**config.mk**
```make
export PLATFORM = sky130hd
export DESIGN_NAME = imm_extend_pipe
export DESIGN_NICKNAME = d
export VERILOG_FILES = /design/src/rtl/imm_extend_pkg.sv /design/src/rtl/imm_skid_buf.sv /design/src/rtl/imm_extend_pipe.sv
export SDC_FILE = /design/constraint.sdc
export NUM_CORES = 1
export LEC_CHECK = 0
export ABC_CLOCK_PERIOD_IN_PS = 1800
export BUFFER_PORTS_ARGS = -buffer_cell sky130_fd_sc_hd__buf_2
export CAP_MARGIN = 25
export CORE_MARGIN = 2
export CORE_UTILIZATION = 58
export CTS_BUF_LIST = sky130_fd_sc_hd__clkbuf_4 sky130_fd_sc_hd__clkbuf_8
export CTS_CLUSTER_SIZE = 14
export DETAILED_ROUTE_END_ITERATION = 6
export PLACE_DENSITY_LB_ADDON = 0.2
export SYNTH_ARGS = -nofsm -noshare
export SYNTH_HDL_FRONTEND = slang
export SYNTH_HIERARCHICAL = 1
export SYNTH_SLANG_ARGS = --single-unit
export TNS_END_PERCENT = 1
```
**constraint.sdc**
```tcl
create_clock -name clk -period 1.8 [get_ports clk]
set_input_delay 0.18 -clock clk [delete_from_list [all_inputs] [get_ports clk]]
set_output_delay 0.18 -clock clk [all_outputs]
set_load 0.01 [all_outputs]
```
**src/rtl/imm_extend_pkg.sv**
```systemverilog
// Shared definitions for the ID-stage immediate extender: mode encodings,
// skid buffer state encoding and the width-generic extension function.
package imm_extend_pkg;

  localparam logic [1:0] MODE_SIGN   = 2'd0;
  localparam logic [1:0] MODE_ZERO   = 2'd1;
  localparam logic [1:0] MODE_UPPER  = 2'd2;
  localparam logic [1:0] MODE_BRANCH = 2'd3;

  // Widest datapath the extension function supports; callers size-cast down.
  localparam int MAX_W = 64;

  typedef enum logic [1:0] {
    BUF_EMPTY = 2'd0,
    BUF_ONE   = 2'd1,
    BUF_TWO   = 2'd2
  } buf_state_e;

  // Extends the low in_w bits of imm to out_w bits; bits at and above out_w are zero.
  function automatic logic [MAX_W-1:0] extend(
    input logic [MAX_W-1:0] imm,
    input logic [1:0]       mode,
    input int               in_w,
    input int               out_w
  );
    logic [MAX_W-1:0] in_mask;
    logic [MAX_W-1:0] out_mask;
    logic [MAX_W-1:0] lo;
    logic [MAX_W-1:0] sext;
    logic [MAX_W-1:0] res;
    logic             sign;
    in_mask  = ~({MAX_W{1'b1}} << in_w);
    out_mask = ~({MAX_W{1'b1}} << out_w);
    lo       = imm & in_mask;
    sign     = |(imm & ({{(MAX_W-1){1'b0}}, 1'b1} << (in_w - 1)));
    sext     = sign ? (lo | ~in_mask) : lo;
    res      = {MAX_W{1'b0}};
    case (mode)
      MODE_SIGN:   res = sext;
      MODE_ZERO:   res = lo;
      MODE_UPPER:  res = lo << (out_w - in_w);
      MODE_BRANCH: res = sext << 2;
      default:     res = {MAX_W{1'b0}};
    endcase
    return res & out_mask;
  endfunction

endpackage

```
**src/rtl/imm_skid_buf.sv**
```systemverilog
// Generic 2-entry valid/ready skid buffer with synchronous flush; strict FIFO
// order, full throughput under backpressure, in_ready held low during reset.
module imm_skid_buf
  import imm_extend_pkg::*;
#(
  parameter int W = 32
) (
  input  logic         clk,
  input  logic         rst,
  input  logic         flush,
  input  logic         in_valid,
  output logic         in_ready,
  input  logic [W-1:0] in_data,
  output logic         out_valid,
  input  logic         out_ready,
  output logic [W-1:0] out_data
);

  buf_state_e   state_r;
  buf_state_e   state_s;
  logic [W-1:0] main_r;
  logic [W-1:0] main_s;
  logic [W-1:0] skid_r;
  logic [W-1:0] skid_s;
  logic         accept_s;
  logic         drain_s;

  assign in_ready  = !rst && (state_r != BUF_TWO);
  assign accept_s  = in_valid && in_ready;
  assign drain_s   = (state_r != BUF_EMPTY) && out_ready;
  assign out_valid = (state_r != BUF_EMPTY);
  assign out_data  = main_r;

  // Next-state and entry steering; flush drops held entries and any same-cycle accept.
  always_comb begin
    state_s = state_r;
    main_s  = main_r;
    skid_s  = skid_r;
    if (flush) begin
      state_s = BUF_EMPTY;
    end else begin
      case (state_r)
        BUF_EMPTY: begin
          if (accept_s) begin
            state_s = BUF_ONE;
            main_s  = in_data;
          end else begin
            state_s = BUF_EMPTY;
          end
        end
        BUF_ONE: begin
          if (accept_s && !drain_s) begin
            state_s = BUF_TWO;
            skid_s  = in_data;
          end else if (accept_s) begin
            main_s  = in_data;
          end else if (drain_s) begin
            state_s = BUF_EMPTY;
          end else begin
            state_s = BUF_ONE;
          end
        end
        BUF_TWO: begin
          if (drain_s) begin
            state_s = BUF_ONE;
            main_s  = skid_r;
          end else begin
            state_s = BUF_TWO;
          end
        end
        default: begin
          state_s = BUF_EMPTY;
        end
      endcase
    end
  end

  // State and data registers; data cleared on reset so out_data is never X.
  always_ff @(posedge clk) begin
    if (rst) begin
      state_r <= BUF_EMPTY;
      main_r  <= {W{1'b0}};
      skid_r  <= {W{1'b0}};
    end else begin
      state_r <= state_s;
      main_r  <= main_s;
      skid_r  <= skid_s;
    end
  end

endmodule

```
**src/rtl/imm_extend_pipe.sv**
```systemverilog
// Pipelined MIPS ID-stage immediate extender (SIGN/ZERO/UPPER/BRANCH) behind a
// 2-entry skid buffer. Define IMM_EXTEND_PERF_EN to add transfer/stall counters.
module imm_extend_pipe
  import imm_extend_pkg::*;
#(
  parameter int IN_W  = 16,
  parameter int OUT_W = 32
) (
  input  logic             clk,
  input  logic             rst,
  input  logic             flush,
  input  logic             in_valid,
  output logic             in_ready,
  input  logic [IN_W-1:0]  in_imm,
  input  logic [1:0]       in_mode,
  output logic             out_valid,
  input  logic             out_ready,
  output logic [OUT_W-1:0] out_data,
  output logic             out_neg
`ifdef IMM_EXTEND_PERF_EN
  ,
  output logic [31:0]      perf_xfers,
  output logic [31:0]      perf_stalls
`endif
);

  if (IN_W < 2 || OUT_W <= IN_W || OUT_W > MAX_W) begin : g_param_check
    $error("imm_extend_pipe: need 2 <= IN_W < OUT_W <= MAX_W");
  end

  logic [OUT_W-1:0] ext_s;

  assign ext_s   = OUT_W'(extend(MAX_W'(in_imm), in_mode, IN_W, OUT_W));
  assign out_neg = out_data[OUT_W-1];

  imm_skid_buf #(
    .W (OUT_W)
  ) u_buf (
    .clk       (clk),
    .rst       (rst),
    .flush     (flush),
    .in_valid  (in_valid),
    .in_ready  (in_ready),
    .in_data   (ext_s),
    .out_valid (out_valid),
    .out_ready (out_ready),
    .out_data  (out_data)
  );

`ifdef IMM_EXTEND_PERF_EN
  logic [31:0] perf_xfers_r;
  logic [31:0] perf_stalls_r;

  assign perf_xfers  = perf_xfers_r;
  assign perf_stalls = perf_stalls_r;

  // Free-running wrap-around counters; flush deliberately leaves them intact.
  always_ff @(posedge clk) begin
    if (rst) begin
      perf_xfers_r  <= 32'd0;
      perf_stalls_r <= 32'd0;
    end else begin
      if (out_valid && out_ready) begin
        perf_xfers_r <= perf_xfers_r + 32'd1;
      end else begin
        perf_xfers_r <= perf_xfers_r;
      end
      if (out_valid && !out_ready) begin
        perf_stalls_r <= perf_stalls_r + 32'd1;
      end else begin
        perf_stalls_r <= perf_stalls_r;
      end
    end
  end
`endif

endmodule

```
==> results.py, run 1 <==
metrics = {
    "pwr": {
        "p_leak_nw": 1.71,
        "p_per_area_nw_per_um2": 852,
        "netSwitchingPower_uw": 888,
        "power.share.combinational": 0.143,
        "p_sw_frac": 0.260,
        "power_frac_seq": 0.447,
        "p_clk_frac": 0.410,
        "max-vdd-ir-drop_mv": 0.489,
        "intPower_mw": 2.53,
    },
    "critical_path": {
        "worst_ep_arrival_time_ps": 1460,
        "rrSetupSlack_ps": 240,
        "regToRegEndpoint": "u_buf/out_data[23]",
        "required_ps": 1620,
        "cp-end-kind": "output pin",
        "r2r-start": "u_buf/state_r[0]",
        "criticalPathCategory": "flop to output pin",
        "reg2regPathDepth": 3,
        "cp-start-kind": "flop",
        "path_buf_inv": 2,
        "max_stage_delay_ps": 390,
        "path_delay_family": "flip-flops",
        "cp_max_fo": 34,
        "cp-startpoint": "u_buf/state_r[0]",
        "crit_chain": "nand2b_2, buf_12, nor2b_1, buf_2",
        "cp_slowest_cell": "dfxtp_2",
    },
    "sta": {
        "clock_skew_ps": 12.5,
        "hold_ws_ps": 137,
        "timing.fmax_mhz": 608,
        "setup_tns_ps": 0,
        "worst_pin_slew_ps": 693,
        "max_slew_margin": 0.538,
        "hold_violations": 0,
        "period_share": 0.913,
        "finalMaxSlewViolations": 0,
        "finalSetupViolCount": 0,
        "rsz0062_at_grt": "no",
        "period_needed_ps": 1640,
    },
    "global_routing": {
        "track_usage": 0.279,
        "grt_max_degree": 50,
        "grt_pass1_wl_um": 14500,
        "grt_pass1_vias": 2941,
        "grt_overflow_total": 0,
        "antenna_found_initial": 0,
    },
    "flow_run": {
        "drv_cap": 0,
    },
    "layout": {
        "n_fill_cell": 475,
        "seqCellArea_um2": 1320,
        "drive_above_1_share": 0.244,
        "syn2layout_area_growth_pct": 14.1,
        "layout_commonest_cell": "dfxtp_1",
        "antenna_cells": 0,
        "multi_input_area_um2": 1920,
        "nets": 436,
        "final_cell_mix": "dfxtp_1, buf_2, mux2i_1, a21oi_1",
        "final_cell_area_um2": 4010,
        "final_core_util": 0.681,
    },
    "synthesis": {
        "yosysUniqueCellTypes": 32,
        "netlist_area_um2": 3510,
        "synth_seq_area_share": 0.376,
        "synth-seq-cells": 66,
        "yosysWarnings": 6,
        "synthesis.nets": 405,
        "netlist_instances": 382,
        "syn-mean-instance-area_um2": 9.19,
    },
    "drt": {
        "wl_um": 9000,
        "vias": 3186,
        "drc": 0,
        "ant_nets": 0,
        "wl_per_cell_um": 18.2,
        "drt-pass1-iter-count": 5,
        "via_per_inst": 6.46,
        "drt_iter0_drc": 321,
    },
    "floorplan": {
        "ios": 58,
        "die_area_um2": 6690,
        "fp-row-count": 28,
        "fp.dieW_um": 81.8,
        "die_h_um": 81.8,
        "start_util": 0.597,
        "core_um2": 5890,
    },
    "worst_hold_path": {
        "min-delay-path-class": "primary input to flop",
        "min_path_cells": 2,
        "hp-start": "rst",
        "whs_endpoint": "u_buf/state_r[1]",
    },
    "placement": {
        "finalWeightedCongestion": 0.891,
        "placed_area_um2": 3780,
        "dpl.hpwl_um": 5750,
        "portBuffers": 57,
    },
    "status": {
        "status": "finished clean",
    },
    "cts": {
        "clk_pin_slew_ps": 60,
        "clock_sinks": 66,
        "cts_htree_levels": 3,
        "cts_setup_buffers": 0,
        "cts_tree": "built",
        "cts_buffers": 9,
        "clk_latency_ps": 340,
        "ctsRootBufferMaster": "clkbuf_8",
        "clockBufferDepth": 2,
    },
}
layout make-up:
| cell class | count | area share |
|---|---|---|
| Multi-Input combinational cell | 262 | 0.479 |
| Sequential cell | 66 | 0.330 |
| Timing Repair Buffer | 73 | 0.111 |
| Clock buffer | 11 | 0.0362 |
| Tap cell | 75 | 0.0234 |
| Clock inverter | 5 | 0.0194 |
| Inverter | 1 | 0.000937 |
Yosys cell counts, drive strengths merged:
cell | number | area (um2)
inv | 1 | 3.75
mux2i | 47 | 470
a22o | 14 | 123
nor4b | 1 | 15.0
a21boi | 1 | 7.51
and4bb | 1 | 12.5
o21a | 1 | 7.51
a31o | 1 | 8.76
a211oi | 32 | 240
or4b | 1 | 13.8
nor2 | 2 | 7.51
a311oi | 32 | 280
dfxtp | 66 | 1320
nor3b | 1 | 18.8
or2 | 1 | 6.26
nand2b | 3 | 18.8
o21ai | 32 | 160
nand3 | 32 | 160
nand2 | 3 | 11.3
buf | 22 | 158
or3b | 1 | 8.76
o21bai | 15 | 113
a21oi | 34 | 170
clkbuf | 31 | 128
and2 | 1 | 8.76
nor2b | 5 | 31.3
a2111oi | 1 | 8.76
worst register-to-register path: cells and delay by family, from the launching register on:
kind | cells | cell delay (ps)
compound gates | 2 | 770
flops | 1 | 350
simple gates | 1 | 300
metrics by stage:
stage / setup WS (ps) / power, mW / instances
final: 156 / 3.41 / 493
after CTS: 71.8 / 3.43 / 493
after floorplan: 394 / 1.89 / 382
after global routing: 44.9 / 3.54 / 493
after detailed placement: 222 / 2.04 / 477
after global placement: 275 / 2.03 / 477
state kept, by name, summed over array words and instances, names as in the netlist:
signal	count
u_buf/state_r	2
u_buf/skid_r	32
u_buf/out_data	32
repair_timing:
action / CTS / global route
hold buffers: 0 / 0
setup endpoints to repair: 0 / 1
gates resized for setup: 0 / 1
cell families after synthesis:
| family | count (synthesis) | synth area share |
|---|---|---|
| AO/OA/AOI/OAI | 163 | 0.318 |
| buffers and inverters | 54 | 0.0823 |
| flip-flops | 66 | 0.376 |
| multiplexers | 47 | 0.134 |
| AND/OR/NAND/NOR | 52 | 0.0891 |
per-layer routing:
metal / track usage / routed length, um
met2: 0.467 / 4340
met3: 0.0473 / 421
met4: 0.105 / 252
met1: 0.360 / 3980
met5: 0 / 0
worst max-delay path by stage:
stage                         end  slack [ps]  cells past startpoint
6_report                 in_ready         160                      4
5_1_grt                  in_ready          40                      4
4_1_cts                  in_ready          70                      4
3_5_place_dp   u_buf/out_data[24]         220                      3
3_3_place_gp   u_buf/out_data[25]         270                      3
2_1_floorplan    u_buf/skid_r[16]         390                      4
power by group through the flow:
stage | clock, mW | sequential, mW | combinational (mW)
detailed placement | 0 | 1.56 | 0.481
global route | 1.48 | 1.53 | 0.528
global placement | 0 | 1.56 | 0.475
floorplan | 0 | 1.58 | 0.312
CTS | 1.42 | 1.53 | 0.484
finish | 1.40 | 1.53 | 0.488
Power figures use the tool's default switching activity.
==> run 2: changes to the inputs <==
- CORE_UTILIZATION: 58 -> 55
==> run 2 against run 1 <==
Sequential cell count stayed put. Total power is 2.5% lower. Clock power is 6% lower. Fmax is 1.2% higher. Clock-buffer cell count is 2 higher. Combinational power hardly changed. Hold slack better by 10 ps. Die area is 5.2% higher. Sequential share of layout area is 0.21 points higher. Critical path depth stayed put. Final area is 0.62% lower. Critical path type unchanged. Critical endpoint unchanged. Highest routed layer unchanged.
==> results.py, run 2 (synthesized netlist as in run 1, its figures left out) <==
metrics = {
    "drt": {
        "drc": 0,
        "ant_nets": 0,
        "drt-pass1-iter-count": 5,
        "wl_um": 9140,
        "drt_iter0_drc": 245,
        "vias": 3162,
        "via_per_inst": 6.40,
        "wl_per_cell_um": 18.5,
    },
    "critical_path": {
        "cp-start-kind": "flop",
        "max_stage_delay_ps": 400,
        "cp_max_fo": 34,
        "required_ps": 1620,
        "criticalPathCategory": "flop to output pin",
        "cp-end-kind": "output pin",
        "cp-startpoint": "u_buf/state_r[0]",
        "crit_chain": "nand2b_2, buf_12, nor2b_1, buf_2",
        "worst_ep_arrival_time_ps": 1440,
        "rrSetupSlack_ps": 260,
        "cp_slowest_cell": "dfxtp_2",
        "r2r-start": "u_buf/state_r[0]",
    },
    "layout": {
        "layout_commonest_cell": "dfxtp_1",
        "final_cell_mix": "dfxtp_1, buf_2, mux2i_1, a21oi_1",
        "nets": 436,
        "n_fill_cell": 531,
        "antenna_cells": 0,
        "drive_above_1_share": 0.242,
        "final_cell_area_um2": 3980,
        "syn2layout_area_growth_pct": 13.4,
    },
    "sta": {
        "clock_skew_ps": 3.20,
        "finalMaxSlewViolations": 0,
        "rsz0062_at_grt": "no",
        "max_slew_margin": 0.706,
        "worst_pin_slew_ps": 440,
        "period_needed_ps": 1620,
        "hold_ws_ps": 147,
        "setup_tns_ps": 0,
        "hold_violations": 0,
        "finalSetupViolCount": 0,
        "period_share": 0.902,
        "timing.fmax_mhz": 616,
    },
    "cts": {
        "cts_htree_levels": 3,
        "ctsRootBufferMaster": "clkbuf_8",
        "clk_latency_ps": 340,
        "clk_pin_slew_ps": 70,
        "clockBufferDepth": 2,
        "cts_hold_buffers": 0,
        "cts_buffers": 9,
        "cts_tree": "built",
        "clock_sinks": 66,
    },
    "pwr": {
        "power_frac_seq": 0.459,
        "p_leak_nw": 1.70,
        "intPower_mw": 2.46,
        "max-vdd-ir-drop_mv": 0.483,
        "power.share.combinational": 0.146,
        "netSwitchingPower_uw": 870,
        "p_clk_frac": 0.395,
        "p_sw_frac": 0.261,
        "p_per_area_nw_per_um2": 836,
    },
    "floorplan": {
        "die_h_um": 83.9,
        "ios": 58,
        "fp-row-count": 29,
        "fp.dieW_um": 83.9,
        "die_area_um2": 7040,
        "start_util": 0.559,
        "core_um2": 6280,
    },
    "worst_hold_path": {
        "hp-start": "flush",
        "min-delay-path-class": "primary input to flop",
    },
    "placement": {
        "dpl.hpwl_um": 5820,
        "finalWeightedCongestion": 0.857,
        "portBuffers": 57,
        "placed_area_um2": 3770,
    },
    "global_routing": {
        "track_usage": 0.262,
        "grt_pass1_vias": 2913,
        "grt_overflow_total": 0,
        "antenna_found_initial": 0,
        "grt_max_degree": 38,
        "grt_pass1_wl_um": 15000,
    },
    "flow_run": {
        "drv_cap": 0,
    },
    "status": {
        "status": "finished clean",
    },
}
-- run 2: cell count changes in the layout (fill, tap and decap cells not counted) --
cell / delta
buf_12: -1
bufinv_16: -1
clkinvlp_4: -1
buf_4: +1
clkinv_2: -1
clkbuf_8: +2
-- run 2: stage by stage --
stage                     power (mW)  utilization  setup slack (ps)  cells
after floorplan                 1.89            -               394    382
after global placement          2.04        0.601               287    479
after detailed placement        2.04        0.601               230    479
after CTS                       3.35        0.634              83.1    494
after global routing            3.46        0.634              95.8    494
final                           3.33        0.634               176    494
-- run 2: layer usage --
metal,track usage,share of wire,vias up,wire length [um]
met5,0,0,-,0
met2,0.416,0.48,107,4360
met4,0.120,0.021,0,188
li1,-,-,1530,-
met3,0.0435,0.054,17,491
met1,0.349,0.45,1508,4100
-- run 2: power by group through the flow --
stage | clock [mW] | combinational, mW | sequential, mW
finish | 1.31 | 0.487 | 1.53
global route | 1.39 | 0.529 | 1.53
CTS | 1.33 | 0.485 | 1.53
global placement | 0 | 0.477 | 1.56
floorplan | 0 | 0.312 | 1.58
detailed placement | 0 | 0.482 | 1.56
-- run 2: area by class of cell --
class                           instances  area, um2  area share
Clock inverter                          2       35.0     0.00880
Tap cell                               77       96.3      0.0242
Timing Repair Buffer                   73        430       0.108
Multi-Input combinational cell        262       1920       0.482
Inverter                                1       3.75    0.000943
Sequential cell                        66       1320       0.332
Clock buffer                           13        173      0.0434
-- run 2: path summary, 6_finish.rpt --
| check | end | cells after the start |
|---|---|---|
| max | in_ready | 4 |
| min | u_buf/state_r[1] | 2 |
| min reg2reg | u_buf/skid_r[20] | 2 |
| max reg2reg | u_buf/skid_r[29] | 3 |
-- run 2: repair_timing --
item                                    in CTS  in global routing
setup buffers                                0                  0
gates resized for setup                      0                  1
endpoints found under the setup margin       0                  1
-- run 2: critical path, delay by kind of cell, from the launching register on --
family,cells,cell delay [ps]
DFF,1,400
and+or+nand+nor,2,320
buffers and inverters,2,380
==> run 3: changes to the inputs <==
- CORE_ASPECT_RATIO: unset -> 1.75
==> run 3 against run 2 <==
Via count about the same. Critical path type is now flop to flop. First-iteration DRC count grew 5.7%. Routed wire length shrank 0.43%. Non-clock buffer count shrank 3. Sequential power is essentially flat. Total power down 0.66%. Clock skew up 2.2 ps. Final area down 0.47%.
==> results.py, run 3 (synthesized netlist as in run 1, its figures left out) <==
metrics = {
    "status": {
        "status": "finished clean",
    },
    "drt": {
        "drt-pass1-iter-count": 5,
        "drc": 0,
        "ant_nets": 0,
        "via_per_inst": 6.39,
        "wl_per_cell_um": 18.4,
        "drt_iter0_drc": 259,
        "wl_um": 9100,
        "vias": 3163,
    },
    "cts": {
        "cts_tree": "built",
        "clock_sinks": 66,
        "cts_setup_buffers": 0,
        "clk_pin_slew_ps": 70,
        "cts-resized-gates": 0,
        "clk_latency_ps": 350,
        "ctsRootBufferMaster": "clkbuf_8",
        "cts_htree_levels": 3,
        "clockBufferDepth": 2,
        "cts_hold_buffers": 0,
        "cts_buffers": 9,
    },
    "layout": {
        "drive_above_1_share": 0.236,
        "nets": 433,
        "seqCellArea_um2": 1320,
        "syn2layout_area_growth_pct": 12.8,
        "n_fill_cell": 543,
        "layout_commonest_cell": "dfxtp_1",
        "final_cell_area_um2": 3960,
        "antenna_cells": 0,
        "multi_input_area_um2": 1920,
        "final_cell_mix": "dfxtp_1, buf_2, mux2i_1, a21oi_1",
    },
    "global_routing": {
        "antenna_found_initial": 0,
        "use_met2": 0.435,
        "grt_use_met1": 0.333,
        "grt_pass1_wl_um": 14600,
        "grt_max_degree": 56,
        "met3_usage": 0.0645,
        "grt_overflow_total": 0,
        "grt_pass1_vias": 2972,
        "top_usage_layer": "met2",
        "track_usage": 0.267,
    },
    "critical_path": {
        "crit_chain": "and4bb_1, a31o_2, a211oi_1",
        "worst_ep_arrival_time_ps": 1830,
        "max_stage_delay_ps": 580,
        "cp_max_fo": 32,
        "path_buf_inv": 0,
        "path_delay_family": "compound AO/OA/AOI/OAI gates",
        "required_ps": 1990,
        "cp-end-kind": "flop",
        "criticalPathCategory": "flop to flop",
        "cp_slowest_cell": "a31o_2",
        "cp-start-kind": "flop",
    },
    "placement": {
        "finalWeightedCongestion": 0.829,
        "portBuffers": 57,
        "pre_cts_ws_ps": 189,
        "dpl.hpwl_um": 5740,
        "placed_area_um2": 3750,
    },
    "flow_run": {
        "drv_cap": 0,
    },
    "pwr": {
        "p_per_area_nw_per_um2": 834,
        "netSwitchingPower_uw": 853,
        "power_frac_seq": 0.462,
        "p_sw_frac": 0.258,
        "p_leak_nw": 1.68,
        "intPower_mw": 2.45,
        "max-vdd-ir-drop_mv": 0.497,
        "power.share.combinational": 0.145,
        "p_clk_frac": 0.393,
    },
    "sta": {
        "finalSetupViolCount": 0,
        "period_share": 0.913,
        "timing.fmax_mhz": 609,
        "worst_pin_slew_ps": 722,
        "hold_violations": 0,
        "hold_ws_ps": 135,
        "max_slew_margin": 0.519,
        "clock_skew_ps": 5.39,
        "setup_tns_ps": 0,
        "period_needed_ps": 1640,
        "rsz0062_at_grt": "no",
        "fin_ws_ps": 157,
        "finalMaxSlewViolations": 0,
    },
    "floorplan": {
        "core_um2": 6180,
        "ios": 58,
        "die_h_um": 110,
        "fp.dieW_um": 64.4,
        "fp-row-count": 38,
        "start_util": 0.568,
        "die_area_um2": 7070,
    },
    "worst_hold_path": {
        "min-delay-path-class": "primary input to flop",
    },
}
## run 3: worst paths after layout
path	cells past startpoint	slack (ps)	from	endpoint
worst max-delay path	3	160	u_buf/state_r[1]	u_buf/out_data[29]
worst min-delay path	2	130	flush	u_buf/state_r[1]
worst max register to register	3	160	u_buf/state_r[1]	u_buf/out_data[29]
worst min register to register	2	470	u_buf/skid_r[26]	u_buf/skid_r[26]
## run 3: layout make-up
type	instances	share of cell area
clock buffer	14	0.0439
clock inverter	2	0.00884
inverter	1	0.000947
multi-input combinational	262	0.485
sequential	66	0.333
tap	80	0.0253
timing repair buffer	70	0.103
## run 3: routing by layer
layer  part of all wire  wire length [um]
met2               0.50              4580
met1               0.42              3810
met5                  0                 0
met4              0.025               229
met3              0.053               481
## run 3: worst register-to-register path, delay by kind of cell (launching register included)
kind            cells  cell delay, ps
compound gates      2             770
flops               1             460
simple gates        1             260
## run 3: stage by stage
| step | instances | utilization | power [mW] |
|---|---|---|---|
| floorplan | 382 | - | 1.89 |
| global placement | 479 | 0.607 | 2.03 |
| detailed placement | 479 | 0.607 | 2.04 |
| CTS | 495 | 0.641 | 3.32 |
| global route | 495 | 0.641 | 3.43 |
| finish | 495 | 0.641 | 3.31 |
## run 3: power groups by stage
stage | sequential [mW] | clock, mW | combinational [mW]
finish | 1.53 | 1.30 | 0.480
global route | 1.53 | 1.37 | 0.523
CTS | 1.53 | 1.32 | 0.478
detailed placement | 1.56 | 0 | 0.478
global placement | 1.56 | 0 | 0.474
floorplan | 1.58 | 0 | 0.312
